<file path="src/rtl/dnn_pkg.sv">
// Shared widths, saturation helper and result entry type for the DNN readout.
// Used by dnn_result_fifo and dnn_result_reader.
package dnn_pkg;

  localparam int DNN_IN_SIZE  = 21;
  localparam int DNN_OUT_SIZE = 16;

  typedef struct packed {
    logic signed [DNN_OUT_SIZE-1:0] score0;
    logic signed [DNN_OUT_SIZE-1:0] score1;
    logic                           cls;
  } res_t;

  // Clamp a 32-bit signed value to the signed range of a w-bit word (w < 32).
  function automatic logic signed [31:0] sat(
    input logic signed [31:0] v,
    input int                 w
  );
    logic signed [31:0] hi;
    logic signed [31:0] lo;
    hi = (32'sd1 <<< (w - 1)) - 32'sd1;
    lo = -(32'sd1 <<< (w - 1));
    if (v > hi)      return hi;
    else if (v < lo) return lo;
    else             return v;
  endfunction

endpackage

</file>
<file path="src/rtl/dnn_result_fifo.sv">
// First-word-fall-through FIFO of result entries; head visible on dout.
// Ports: clk, rst_n, clr, push, pop, din, dout, full, empty, level.
module dnn_result_fifo
  import dnn_pkg::*;
#(
  parameter type T     = res_t,
  parameter int  DEPTH = 4,
  localparam int AW    = $clog2(DEPTH),
  localparam int LW    = AW + 1
) (
  input  logic          clk,
  input  logic          rst_n,
  input  logic          clr,
  input  logic          push,
  input  logic          pop,
  input  T              din,
  output T              dout,
  output logic          full,
  output logic          empty,
  output logic [LW-1:0] level
);

  T              mem [DEPTH];
  logic [AW-1:0] wr;
  logic [AW-1:0] rd;
  logic [LW-1:0] cnt;
  logic          do_pop;
  logic          do_push;

  assign empty   = (cnt == '0);
  assign full    = (cnt == LW'(DEPTH));
  assign do_pop  = pop && !empty;
  // a full FIFO still accepts when the head leaves in the same cycle
  assign do_push = push && (!full || do_pop);
  assign level   = cnt;
  assign dout    = empty ? '0 : mem[rd];

  always_ff @(posedge clk or negedge rst_n) begin
    if (!rst_n) begin
      wr  <= '0;
      rd  <= '0;
      cnt <= '0;
    end else if (clr) begin
      wr  <= '0;
      rd  <= '0;
      cnt <= '0;
    end else begin
      if (do_push) wr <= wr + 1'b1;
      if (do_pop)  rd <= rd + 1'b1;
      cnt <= cnt + LW'(do_push) - LW'(do_pop);
    end
  end

  always_ff @(posedge clk) begin
    if (do_push && !clr) mem[wr] <= din;
  end

endmodule

</file>
<file path="src/rtl/dnn_result_reader.sv">
// Captures paired MAC results, scales/saturates/classifies, queues them out.
// Optional DNN_RESULT_RELU_EN clamps negative inputs to 0 before scaling.
module dnn_result_reader
  import dnn_pkg::*;
#(
  parameter int IN_SIZE    = DNN_IN_SIZE,
  parameter int OUT_SIZE   = DNN_OUT_SIZE,
  parameter int SHIFT      = 4,
  parameter int FIFO_DEPTH = 4,
  parameter int CNT_W      = 8,
  localparam int LW        = $clog2(FIFO_DEPTH) + 1
) (
  input  logic                       clk,
  input  logic                       rst_n,
  input  logic                       clr,
  input  logic signed [IN_SIZE-1:0]  mac_in0,
  input  logic signed [IN_SIZE-1:0]  mac_in1,
  input  logic                       mac_ready0,
  input  logic                       mac_ready1,
  output logic                       res_valid,
  input  logic                       res_ready,
  output logic signed [OUT_SIZE-1:0] res_score0,
  output logic signed [OUT_SIZE-1:0] res_score1,
  output logic                       res_class,
  output logic [CNT_W-1:0]           frame_cnt,
  output logic [LW-1:0]              fifo_level,
  output logic                       overflow,
  output logic                       strobe_err
);

  typedef struct packed {
    logic signed [OUT_SIZE-1:0] score0;
    logic signed [OUT_SIZE-1:0] score1;
    logic                       cls;
  } entry_t;

  function automatic logic signed [OUT_SIZE-1:0] scale(
    input logic signed [IN_SIZE-1:0] v
  );
    logic signed [31:0] ext;
    ext = 32'(v);
    return OUT_SIZE'(sat(ext >>> SHIFT, OUT_SIZE));
  endfunction

  logic signed [IN_SIZE-1:0] v0;
  logic signed [IN_SIZE-1:0] v1;
  entry_t                    din;
  entry_t                    dout;
  logic                      cap;
  logic                      mism;
  logic                      pop;
  logic                      full;
  logic                      empty;
  logic                      accept;
  logic                      drop;

`ifdef DNN_RESULT_RELU_EN
  assign v0 = mac_in0[IN_SIZE-1] ? '0 : mac_in0;
  assign v1 = mac_in1[IN_SIZE-1] ? '0 : mac_in1;
`else
  assign v0 = mac_in0;
  assign v1 = mac_in1;
`endif

  assign cap    = mac_ready0 & mac_ready1;
  assign mism   = mac_ready0 ^ mac_ready1;
  assign pop    = res_valid & res_ready;
  assign accept = cap && (!full || pop);
  assign drop   = cap && full && !pop;

  // class uses the raw inputs so ReLU clamping cannot hide a winner
  assign din.score0 = scale(v0);
  assign din.score1 = scale(v1);
  assign din.cls    = (mac_in1 > mac_in0);

  dnn_result_fifo #(
    .T     (entry_t),
    .DEPTH (FIFO_DEPTH)
  ) u_fifo (
    .clk   (clk),
    .rst_n (rst_n),
    .clr   (clr),
    .push  (cap),
    .pop   (pop),
    .din   (din),
    .dout  (dout),
    .full  (full),
    .empty (empty),
    .level (fifo_level)
  );

  assign res_valid  = !empty;
  assign res_score0 = dout.score0;
  assign res_score1 = dout.score1;
  assign res_class  = dout.cls;

  always_ff @(posedge clk or negedge rst_n) begin
    if (!rst_n) begin
      frame_cnt  <= '0;
      overflow   <= 1'b0;
      strobe_err <= 1'b0;
    end else if (clr) begin
      frame_cnt  <= '0;
      overflow   <= 1'b0;
      strobe_err <= 1'b0;
    end else begin
      if (accept) frame_cnt  <= frame_cnt + 1'b1;
      if (drop)   overflow   <= 1'b1;
      if (mism)   strobe_err <= 1'b1;
    end
  end

endmodule

</file>
<file path="config.mk">
export PLATFORM = sky130hd
export DESIGN_NAME = dnn_result_reader
export DESIGN_NICKNAME = d
export VERILOG_FILES = /design/src/rtl/dnn_pkg.sv /design/src/rtl/dnn_result_fifo.sv /design/src/rtl/dnn_result_reader.sv
export SDC_FILE = /design/constraint.sdc
export NUM_CORES = 1
export LEC_CHECK = 0
export CELL_PAD_IN_SITES_DETAIL_PLACEMENT = 0
export CELL_PAD_IN_SITES_GLOBAL_PLACEMENT = 1
export CORE_UTILIZATION = 41
export CTS_CLUSTER_DIAMETER = 30
export CTS_CLUSTER_SIZE = 25
export DETAILED_ROUTE_END_ITERATION = 16
export PLACE_DENSITY = 0.85
export SYNTH_ARGS = -nofsm -noshare
export SYNTH_HDL_FRONTEND = slang
export SYNTH_SLANG_ARGS = --single-unit
</file>
<file path="constraint.sdc">
create_clock -name clk -period 2.3 [get_ports clk]
set_input_delay 0.69 -clock clk [delete_from_list [all_inputs] [get_ports clk]]
set_output_delay 0.69 -clock clk [all_outputs]
set_load 0.01 [all_outputs]
</file>
==> summary.md <==
| Metric | Value |
|---|---|
| Status | complete, but fails checks |
| Violated checks | setup timing |
| Chip Width | 130.4 um |
| Die ar. | 0.01700 mm^2 |
| Antenna cells | 0 |
| Seq/Total Area, Yosys | 0.6494 |
| Nets | 671 |
| FILL cells | 1190 |
| Post-route minimum period | 2.619 ns |
| Total track usage | 0.2051 |
| Most frequent cell after synthesis | edfxtp_1 |
| TritonCTS clock tree | done |
| Worst reg2reg startpoint | u_fifo.level[0] |
| Combinational share of power | 0.401 |
| Yosys reg bits | 149 |
| First drt pass iteration count | 4 |
| Clock sink count | 149 |
| CTS H-tree depth | 4 |
| Commonest cells post-synth | edfxtp_1, and2_1, mux4_2, a21oi_1, ha_1 |
| Pwr Density | 999.1 mW/mm^2 |
| Slew margin rel. | 0.7248 |
| Non-filler cells, final | 822 |
| Max Slew Vio Count | 0 |
| Post-layout instance area | 0.009579 mm^2 |
| Mapped Avg Cell Area | 15.83 um^2 |
| Area share of the largest cell type after synthesis | 0.5864 |
| Setup-failing EPs final | 36 |
| Via density | 5.152 |
| Largest family of logic cells by synthesized area | multiplexers |
| Clk pin slew, worst setup/hold paths | 0.06 ns |
| Number of flops mapped to enable cells by yosys | 132 |
| Switching share of power | 0.2830 |
| Final Power | 9.571 mW |
| Worst-path maximum fanout | 7 |
| Post-synth net total | 505 |
| Vias | 4235 |
| Top FF cell, synth | edfxtp_1 |
| Async set-reset flop share out of synthesis | 0.1141 |
| FMAX | 381.8 MHz |
| Detail Route Antenna Nets | 0 |
| Cells after DPL | 776 |
| Leakage | 3.694 nW |
| Worst-Skew Late Latency | 0.42 ns |
| Setup ws final | -0.3193 ns |
| DP Area | 0.008504 mm^2 |
| Crit path from | u_fifo.rd[0] |
| Wire per inst | 19.55 um |
| Total gr overflow | 0 |
| CP required | 1.61 ns |
| Net Switching | 2.708 mW |
| Flop-to-flop setup slack | -0.17 ns |
| Synth unique cells | 38 |
| Final HPWL DP | 10480 um |
| Synth Area in Compound Gates | 0.03758 |
| Mapped Cells | 427 |
| Synth area leaders | edfxtp_1, mux4_2, dfrtp_1 |
| Final Hold Vio Count | 0 |
| Die height | 130.4 um |
| # IOs | 95 |
| IO Port Bufs | 94 |
| Area leader, netlist | edfxtp_1 |
| Number of core rows | 46 |
| Inserted Clock Buffers | 17 |
| Layout area overhead | 41.73% |
| Vias in the first global route | 4533 |
| Core area | 0.01600 mm^2 |
| XOR/XNOR Fraction of Synth Area | 0.01425 |
| Layout cells sized above 1 | 0.4125 |
| Detailed-route DRC error count | 0 |
| Clock Skew | 0.01196 ns |
| Clock buffer depth | 2 |
| CTS root buf | clkbuf_16 |
| Antenna violations before repair | 0 |
| GPL Wtd Cong | 0.8463 |
| Internal | 6.862 mW |
| Starting Density | 0.4224 |
| Synth Cell Area | 0.006759 mm^2 |
| Post-synthesis mux area share | 0.1114 |
| Post-synthesis adder-cell area fraction | 0.07886 |
| RSZ-0062 raised after global routing | true |
| Hold Path Class | reg2reg |
| Max-cap violations | 0 |
| CP Class | reg2out |
| HP Start | strobe_err |
| Flop pwr share | 0.324 |
| VDD IR-drop max | 0.6803 mV |
| Arrival time worst endpoint | 1.93 ns |
| Largest net degree at the start of global routing | 22 |
| CP endpoint kind | primary output |
| Worst-Margin Slew | 0.4128 ns |
| WL final | 16070 um |
| Period utilization | 1.139 |
| Count of warnings emitted by yosys | 0 |
| Simple-gate area share of the yosys netlist | 0.07608 |
| Clock share of power | 0.276 |
| First-pass GRT wire length | 24820 um |
| Iteration-0 DRC Markers | 278 |
| CP startpoint kind | flop |
## critical path, stage by stage, from the launching register on
cell and delay, ns:
dfrtp_2 0.38, buf_12 0.15, buf_12 0.15, mux4_2 0.55
and2_4 0.17, buf_6 0.11
## sequential cells by signal, summed over array words and instances, names as in the netlist
signal and count:
frame_cnt 8, strobe_err 1, u_fifo.rd 2, u_fifo.mem 132
u_fifo.wr 2, u_fifo.level 3, overflow 1
## cell type report
class                      count  area [um^2]  share of cell area
clock buffer                  17        425.4             0.04441
clock inverter                15        147.6             0.01541
inverter                      29        108.9             0.01136
multi-input combinational    228         2420              0.2526
sequential                   149         4390              0.4583
tap                          216        270.3             0.02821
timing repair buffer         168         1817              0.1897
## cells by family after synthesis
group / Yosys count
XOR/XNOR: 11
AND/OR/NAND/NOR: 95
buffers and inverters: 50
AO/OA/AOI/OAI: 43
multiplexers: 34
adder cells (fa/ha/maj): 45
flip-flops: 149
## cells in the final DEF, fill, tap and decap left out, types with 2 or more instances in the layout
| cell type | count |
|---|---|
| buf_8 | 2 |
| dfrtp_1 | 16 |
| a21o_1 | 3 |
| buf_4 | 48 |
| dlygate4sd2_1 | 14 |
| dlymetal6s2s_1 | 12 |
| buf_16 | 2 |
| a221oi_2 | 2 |
| buf_2 | 6 |
| and2_4 | 30 |
| maj3_1 | 15 |
| mux4_2 | 33 |
| inv_2 | 13 |
| buf_6 | 30 |
| a21oi_2 | 2 |
| nand2_1 | 14 |
| and2_2 | 4 |
| a21oi_1 | 30 |
| clkbuf_16 | 17 |
| clkinv_4 | 5 |
| clkinvlp_4 | 3 |
| nand4_1 | 5 |
| xnor2_1 | 2 |
| nand3_1 | 2 |
| nor2_1 | 25 |
| ha_4 | 11 |
| or3_4 | 2 |
| xor2_1 | 8 |
| clkbuf_2 | 2 |
| ha_1 | 18 |
| buf_12 | 20 |
| inv_1 | 16 |
| edfxtp_1 | 132 |
| clkdlybuf4s50_1 | 31 |
| nor2b_1 | 2 |
| inv_6 | 4 |
| and2_1 | 4 |
## metal layers
layer / share of wire / global-route usage / vias up / wire length (um)
met1: 0.41 / 0.2499 / 2120 / 6552
met5: 0 / 0 / - / 0
li1: - / - / 1942 / -
met4: 0.016 / 0.07235 / 0 / 265
met2: 0.52 / 0.3570 / 153 / 8330
met3: 0.057 / 0.04967 / 20 / 923
## through the flow
step	TNS [ns]	hold WS [ns]	setup WS (ns)	util
final	-9.614	0.4964	-0.3193	0.5987
after global routing	-11.66	0.5338	-0.3672	0.5987
after CTS	-10.08	0.5044	-0.3296	0.5930
after detailed placement	-33.83	0.4904	-0.7044	0.5315
after global placement	-26.10	0.4727	-0.5781	0.5315
after floorplan	0	0.3944	0.01780	-
## timing repair
action | CTS | global route
endpoints found under the setup margin | 40 | 40
gates resized for setup | 230 | 47
cloned | 5 | 0
hold buffers | 0 | 0
pin swaps | 39 | 18
buffers inserted | 8 | 4
## path summary, 6_finish.rpt
check                                  endpoint  cells after the start
worst max register to register  u_fifo.level[1]                     11
worst min-delay path                 strobe_err                      2
min in group asynchronous       u_fifo.level[2]                      1
max in group asynchronous          frame_cnt[1]                      2
worst max-delay path              res_score0[6]                      5
worst min register to register       strobe_err                      2
## power groups by stage
stage	clock (mW)	sequential [mW]	combinational, mW
floorplan	0	3.16	1.36
global placement	0	3.16	2.69
detailed placement	0	3.16	2.73
CTS	2.68	3.09	3.79
global route	2.78	3.10	4.11
finish	2.64	3.10	3.84
No activity file was read; power rests on OpenSTA's default activity.
